File: config.mk
export PLATFORM = sky130hd
export DESIGN_NAME = operand_matcher
export DESIGN_NICKNAME = d
export VERILOG_FILES = /design/src/rtl/operand_matcher.sv
export SDC_FILE = /design/constraint.sdc
export NUM_CORES = 2
export LEC_CHECK = 0
export CAP_MARGIN = 20
export CORE_MARGIN = 10
export CORE_UTILIZATION = 40
export CTS_CLUSTER_SIZE = 12
export DETAILED_ROUTE_END_ITERATION = 10
export GPL_ROUTABILITY_DRIVEN = 1
export GPL_TIMING_DRIVEN = 0
export HOLD_SLACK_MARGIN = 0.1
export SLEW_MARGIN = 40
export SYNTH_ARGS = -nofsm -noshare
export SYNTH_HDL_FRONTEND = slang
export SYNTH_SLANG_ARGS = --single-unit
export TNS_END_PERCENT = 5
File: constraint.sdc
create_clock -name CLK -period 29.1 [get_ports CLK]
set_clock_uncertainty 0.2 [all_clocks]
set_input_delay 7.275 -clock CLK [delete_from_list [all_inputs] [get_ports CLK]]
set_output_delay 7.275 -clock CLK [all_outputs]
set_load 0.03 [all_outputs]
File: src/rtl/operand_matcher.sv
// ============================================================================
// Module  : operand_matcher
// Purpose : Pairs dyadic worker results by {dest_addr, color}; monadic bypass.
// Rev     : 1.0
// ============================================================================
`default_nettype none

module operand_matcher #(
    parameter int DEPTH     = 8,
    parameter int IDX_WIDTH = 3
) (
    input  logic                 CLK,
    input  logic                 RST,
    input  logic                 RECEIVE_WR_VALID,
    output logic                 RECEIVE_WR_READY,
    input  logic [66:0]          RECEIVE_WR_DATA,
    output logic                 SEND_MT_VALID,
    input  logic                 SEND_MT_READY,
    output logic [95:0]          SEND_MT_DATA,
    output logic [IDX_WIDTH:0]   OCCUPANCY,
    output logic                 OVERFLOW
);

    typedef enum logic [1:0] {
        IDLE   = 2'd0,
        LOOKUP = 2'd1,
        SEND   = 2'd2
    } state_t;

    state_t state, state_next;

    logic [65:0]      in_tok;
    logic [95:0]      mt_data;
    logic [IDX_WIDTH:0] occupancy;
    logic             overflow;

    logic [DEPTH-1:0] ent_valid;
    logic [DEPTH-1:0] ent_port;
    logic [15:0]      ent_addr  [DEPTH];
    logic [15:0]      ent_color [DEPTH];
    logic [31:0]      ent_data  [DEPTH];

    // dest_option bit 2 is reserved and intentionally discarded
    logic unused_reserved;
    assign unused_reserved = RECEIVE_WR_DATA[66];

    logic        in_dyadic, in_port;
    logic [15:0] in_addr, in_color;
    logic [31:0] in_data;
    assign in_dyadic = in_tok[65];
    assign in_port   = in_tok[64];
    assign in_addr   = in_tok[63:48];
    assign in_color  = in_tok[47:32];
    assign in_data   = in_tok[31:0];

    logic [DEPTH-1:0] hit_sel, free_sel;
    logic             hit, free_found;
    logic [31:0]      partner_data;

    // Descending scan so the lowest matching/free index wins
    always_comb begin
        hit_sel      = '0;
        free_sel     = '0;
        hit          = 1'b0;
        free_found   = 1'b0;
        partner_data = '0;
        for (int i = DEPTH - 1; i >= 0; i--) begin
            if (ent_valid[i] && ent_addr[i] == in_addr && ent_color[i] == in_color &&
                ent_port[i] != in_port) begin
                hit          = 1'b1;
                hit_sel      = '0;
                hit_sel[i]   = 1'b1;
                partner_data = ent_data[i];
            end
            if (!ent_valid[i]) begin
                free_found  = 1'b1;
                free_sel    = '0;
                free_sel[i] = 1'b1;
            end
        end
    end

    always_ff @(posedge CLK or posedge RST) begin
        if (RST) state <= IDLE;
        else     state <= state_next;
    end

    always_comb begin
        state_next = state;
        case (state)
            IDLE:    if (RECEIVE_WR_VALID) state_next = LOOKUP;
            LOOKUP:  state_next = (!in_dyadic || hit) ? SEND : IDLE;
            SEND:    if (SEND_MT_READY) state_next = IDLE;
            default: state_next = IDLE;
        endcase
    end

    always_ff @(posedge CLK or posedge RST) begin
        if (RST) begin
            in_tok    <= '0;
            mt_data   <= '0;
            occupancy <= '0;
            overflow  <= 1'b0;
            ent_valid <= '0;
            ent_port  <= '0;
            for (int i = 0; i < DEPTH; i++) begin
                ent_addr[i]  <= '0;
                ent_color[i] <= '0;
                ent_data[i]  <= '0;
            end
        end else begin
            if (state == IDLE && RECEIVE_WR_VALID) in_tok <= RECEIVE_WR_DATA[65:0];
            if (state == LOOKUP) begin
                if (!in_dyadic) begin
                    mt_data <= {in_addr, in_color, in_data, 32'h0};
                end else if (hit) begin
                    // Left operand always comes from the port-0 token
                    mt_data   <= in_port ? {in_addr, in_color, partner_data, in_data}
                                         : {in_addr, in_color, in_data, partner_data};
                    ent_valid <= ent_valid & ~hit_sel;
                    occupancy <= occupancy - (IDX_WIDTH+1)'(1);
                end else if (free_found) begin
                    for (int i = 0; i < DEPTH; i++) begin
                        if (free_sel[i]) begin
                            ent_valid[i] <= 1'b1;
                            ent_port[i]  <= in_port;
                            ent_addr[i]  <= in_addr;
                            ent_color[i] <= in_color;
                            ent_data[i]  <= in_data;
                        end
                    end
                    occupancy <= occupancy + (IDX_WIDTH+1)'(1);
                end else begin
                    overflow <= 1'b1;
                end
            end
        end
    end

    // READY gated by RST so it is low throughout the reset interval
    assign RECEIVE_WR_READY = (state == IDLE) && !RST;
    assign SEND_MT_VALID    = (state == SEND);
    assign SEND_MT_DATA     = mt_data;
    assign OCCUPANCY        = occupancy;
    assign OVERFLOW         = overflow;

endmodule

`default_nettype wire

==> metrics.log <==
INFO  metric run_status = finished, final reports clean
INFO  metric grt_antenna_before_repair = 4
INFO  metric ctsRootBufferMaster = sky130_fd_sc_hd__clkbuf_16
INFO  metric yosys.area_share.xor_xnor = 0.0691
INFO  metric antenna_left = 0
INFO  metric cts_repair_resize_count = 0
INFO  metric synth_cell_types = 53
INFO  metric clock_latency = 0.62 ns
INFO  metric layout.filler_cells = 7580
INFO  metric worst_slew_pin_slew = 0.991 ns
INFO  metric synthTopCellsByArea = sky130_fd_sc_hd__dfrtp_1, sky130_fd_sc_hd__mux2_2, sky130_fd_sc_hd__xor2_1, sky130_fd_sc_hd__mux2_4, sky130_fd_sc_hd__nand2_1
INFO  metric wire_length_of_the_first_global_routing_pass = 167000 µm
INFO  metric rr_startpoint = in_tok[39]$_DFFE_PP0P_
INFO  metric tritoncts_buffers = 75
INFO  metric die_y = 310 µm
INFO  metric vias_per_cell = 5.64
INFO  metric max-cap-violations = 0
INFO  metric holdBufCountCts = 0
INFO  metric ys_seq_area_frac = 0.519
INFO  metric synth_enable_flop_cells = 0
INFO  metric globalplace.congestion = 0.908
INFO  metric synth_compound_gate_area_share = 0.0666
INFO  metric worst_voltage_drop_across_the_vdd_grid = 0.0000506 V
INFO  metric grt_util_all_layers = 0.237
INFO  metric area_growth_syn_to_layout = 17.7%
INFO  metric post_route_cells_drive_above_1_share = 0.265
INFO  metric syn_area_per_cell = 11.8 µm²
INFO  metric max-clock-path-buffers = 3
INFO  metric syn-instance-count = 2858
INFO  metric worst-path-max-fanout = 2
INFO  metric clock-sinks = 697
INFO  metric portBuffers = 172
INFO  metric synthAdderAreaFrac = 0.00134
INFO  metric final_core_utilization = 0.474
INFO  metric drcViolationCount = 0
INFO  metric post_synth_instance_area = 33600 µm²
INFO  metric totalNegativeSetupSlack = 0 ns
INFO  metric synth_nets = 2932
INFO  metric total_power = 4.16 mW
INFO  metric grt_start_max_net_pins = 76
INFO  metric first_global_vias = 24415
INFO  metric start_util = 0.403
INFO  metric synth-warning-count = 0
INFO  metric setup_viol = 0
INFO  metric fp.dieW = 310 µm
INFO  metric critical_path_arrival = 8.68 ns
INFO  metric report.final.hold_viol_count = 0
INFO  metric highest_attainable_clock_frequency = 61.9 MHz
INFO  metric placementRows = 106
INFO  metric static-leakage-power = 18.0 nW
INFO  metric drt-total-wl = 115000 µm
INFO  metric crit_path_end_kind = primary output
INFO  metric synth_top_family_by_area = multiplexers
INFO  metric regToRegSetupSlack = 23.10 ns
INFO  metric firstDrtPassIters = 5
INFO  metric report.final.slew_viol_count = 0
INFO  metric total_half_perimeter_wirelength_after_legalization_and_detailed_placement = 78800 µm
INFO  metric cts.repair_timing.setup_buffer_count = 0
INFO  metric yosys_most_used_dff = sky130_fd_sc_hd__dfrtp_1
INFO  metric routed_via_count = 24034
INFO  metric kind_of_path_behind_the_tightest_hold_check = register to register
INFO  metric gr-total-overflow = 0
INFO  metric setup.worst_path.start = RST
INFO  metric power.density = 105 nW/µm²
INFO  metric fp.coreArea = 83400 µm²
INFO  metric num-nets-final = 3200
INFO  metric synth_mux_area_frac = 0.215
INFO  metric synth-simple-area-share = 0.0800
INFO  metric ys_ff_latch = 697
INFO  metric synth_top_area_share = 0.519
INFO  metric cts.clk_slew.worst_paths = 0.06 ns
INFO  metric worst_r2r_endpoint = OCCUPANCY[3]$_DFFE_PP0P_
INFO  metric async_reset_ff_frac = 1.00
INFO  metric layout_worst_path_cycle_share = 0.555
INFO  metric tritoncts = yes
INFO  metric floorplan.die_area = 96000 µm²
INFO  metric worstSetupEndpoint = RECEIVE_WR_READY
INFO  metric timing.final.crit_period = 16.15 ns
INFO  metric worstSetupPathType = primary input to primary output
INFO  metric startpoint_type = primary input
INFO  metric rr_worst_depth = 15
INFO  metric timing.slew.headroom = 0.339
INFO  metric synth_largest_area_cell = sky130_fd_sc_hd__dfrtp_1
INFO  metric first_iter_violations = 2208
INFO  metric top_level_ports = 174
INFO  metric required = 21.62 ns
INFO  metric cts_htree_levels = 3
INFO  metric antenna_cells_inserted = 0
INFO  metric wl_per_cell = 27.0 µm
INFO  metric setup_repair_after_global_routing_missed_its_margin = false
kinds of logic after synthesis:
logic type,after synthesis
AO/OA/AOI/OAI,353
adder cells (fa/ha/maj),3
flip-flops,697
multiplexers,617
buffers and inverters,345
AND/OR/NAND/NOR,578
XOR/XNOR,265
power breakdown:
group | switching, mW | internal [mW] | leakage (nW) | total (mW)
clock | 0.404 | 0.563 | 1.20 | 0.967
combinational | 1.03 | 0.662 | 7.70 | 1.69
sequential | 0.202 | 1.30 | 9.09 | 1.50
placed cells by master (no fill, tap or decap), types with 74 or more instances in the layout:
cell type | netlist | routed
sky130_fd_sc_hd__a21oi_1 | 124 | 124
sky130_fd_sc_hd__clkbuf_1 | 162 | 164
sky130_fd_sc_hd__clkbuf_16 | 0 | 77
sky130_fd_sc_hd__clkdlybuf4s50_1 | 0 | 172
sky130_fd_sc_hd__dfrtp_1 | 697 | 697
sky130_fd_sc_hd__inv_1 | 75 | 74
sky130_fd_sc_hd__mux2_2 | 496 | 496
sky130_fd_sc_hd__mux2_4 | 89 | 89
sky130_fd_sc_hd__nand2_1 | 244 | 244
sky130_fd_sc_hd__nor2_1 | 128 | 128
sky130_fd_sc_hd__nor4_1 | 114 | 112
sky130_fd_sc_hd__o21ai_0 | 92 | 92
sky130_fd_sc_hd__xnor2_1 | 86 | 86
sky130_fd_sc_hd__xor2_1 | 179 | 179
metrics by stage:
| stage | hold WS, ns | cells | instance area (µm²) | setup slack [ns] |
|---|---|---|---|---|
| global route | 0.296 | 4258 | 39500 | 12.85 |
| detailed placement | 0.263 | 4126 | 37100 | 12.94 |
| finish | 0.272 | 4258 | 39500 | 12.95 |
| floorplan | 0.275 | 2858 | 33600 | 2.08 |
| CTS | 0.278 | 4255 | 39500 | 12.92 |
| global placement | 0.260 | 4110 | 36700 | -7.41 |
synth_stat cells (all sizes together), types with 64 or more instances:
cell,count
a21oi,124
a311oi,64
buf,105
clkbuf,163
dfrtp,697
inv,76
mux2,585
nand2,244
nor2,128
nor4,115
o21ai,92
xnor2,86
xor2,179
sequential cells by signal (all words and copies together), names as in the netlist:
name,count
ent_data,256
ent_addr,128
ent_color,128
SEND_MT_DATA,96
in_tok,66
ent_port,8
ent_valid,8
OCCUPANCY,4
state,2
OVERFLOW,1
worst min-delay path by stage:
stage | from | to | slack, ns | cells after the start
final | SEND_MT_DATA[81]$_DFFE_PP0P_ | SEND_MT_DATA[81]$_DFFE_PP0P_ | 0.27 | 2
after global placement | SEND_MT_DATA[81]$_DFFE_PP0P_ | SEND_MT_DATA[81]$_DFFE_PP0P_ | 0.26 | 2
after CTS | SEND_MT_DATA[81]$_DFFE_PP0P_ | SEND_MT_DATA[81]$_DFFE_PP0P_ | 0.28 | 2
after detailed placement | SEND_MT_DATA[81]$_DFFE_PP0P_ | SEND_MT_DATA[81]$_DFFE_PP0P_ | 0.26 | 2
after global routing | OCCUPANCY[3]$_DFFE_PP0P_ | OCCUPANCY[3]$_DFFE_PP0P_ | 0.30 | 1
after floorplan | ent_data[168]$_DFFE_PP0P_ | ent_data[168]$_DFFE_PP0P_ | 0.28 | 1
worst max-delay path: stages:
cell and delay (ns):
sky130_fd_sc_hd__clkdlybuf4s50_1 0.51, sky130_fd_sc_hd__nor3_1 0.19, sky130_fd_sc_hd__clkdlybuf4s50_1 0.70
routing by layer:
layer	vias up	track usage	wire, µm
li1	10522	-	-
met1	12418	0.332	51600
met2	900	0.360	50900
met3	190	0.0560	9110
met4	4	0.0755	3200
met5	-	0	28
final cells by class:
type / instances / area [µm²] / area share
inverters: 77 / 297 / 0.00750
clock inverters: 10 / 111 / 0.00282
plain buffers: 268 / 1370 / 0.0346
multi-input cells: 1816 / 14600 / 0.369
well taps: 1080 / 1350 / 0.0342
clock buffers: 119 / 2320 / 0.0588
repair buffers: 191 / 2070 / 0.0523
flip-flops and latches: 697 / 17400 / 0.441
Power figures use the tool's default switching activity.
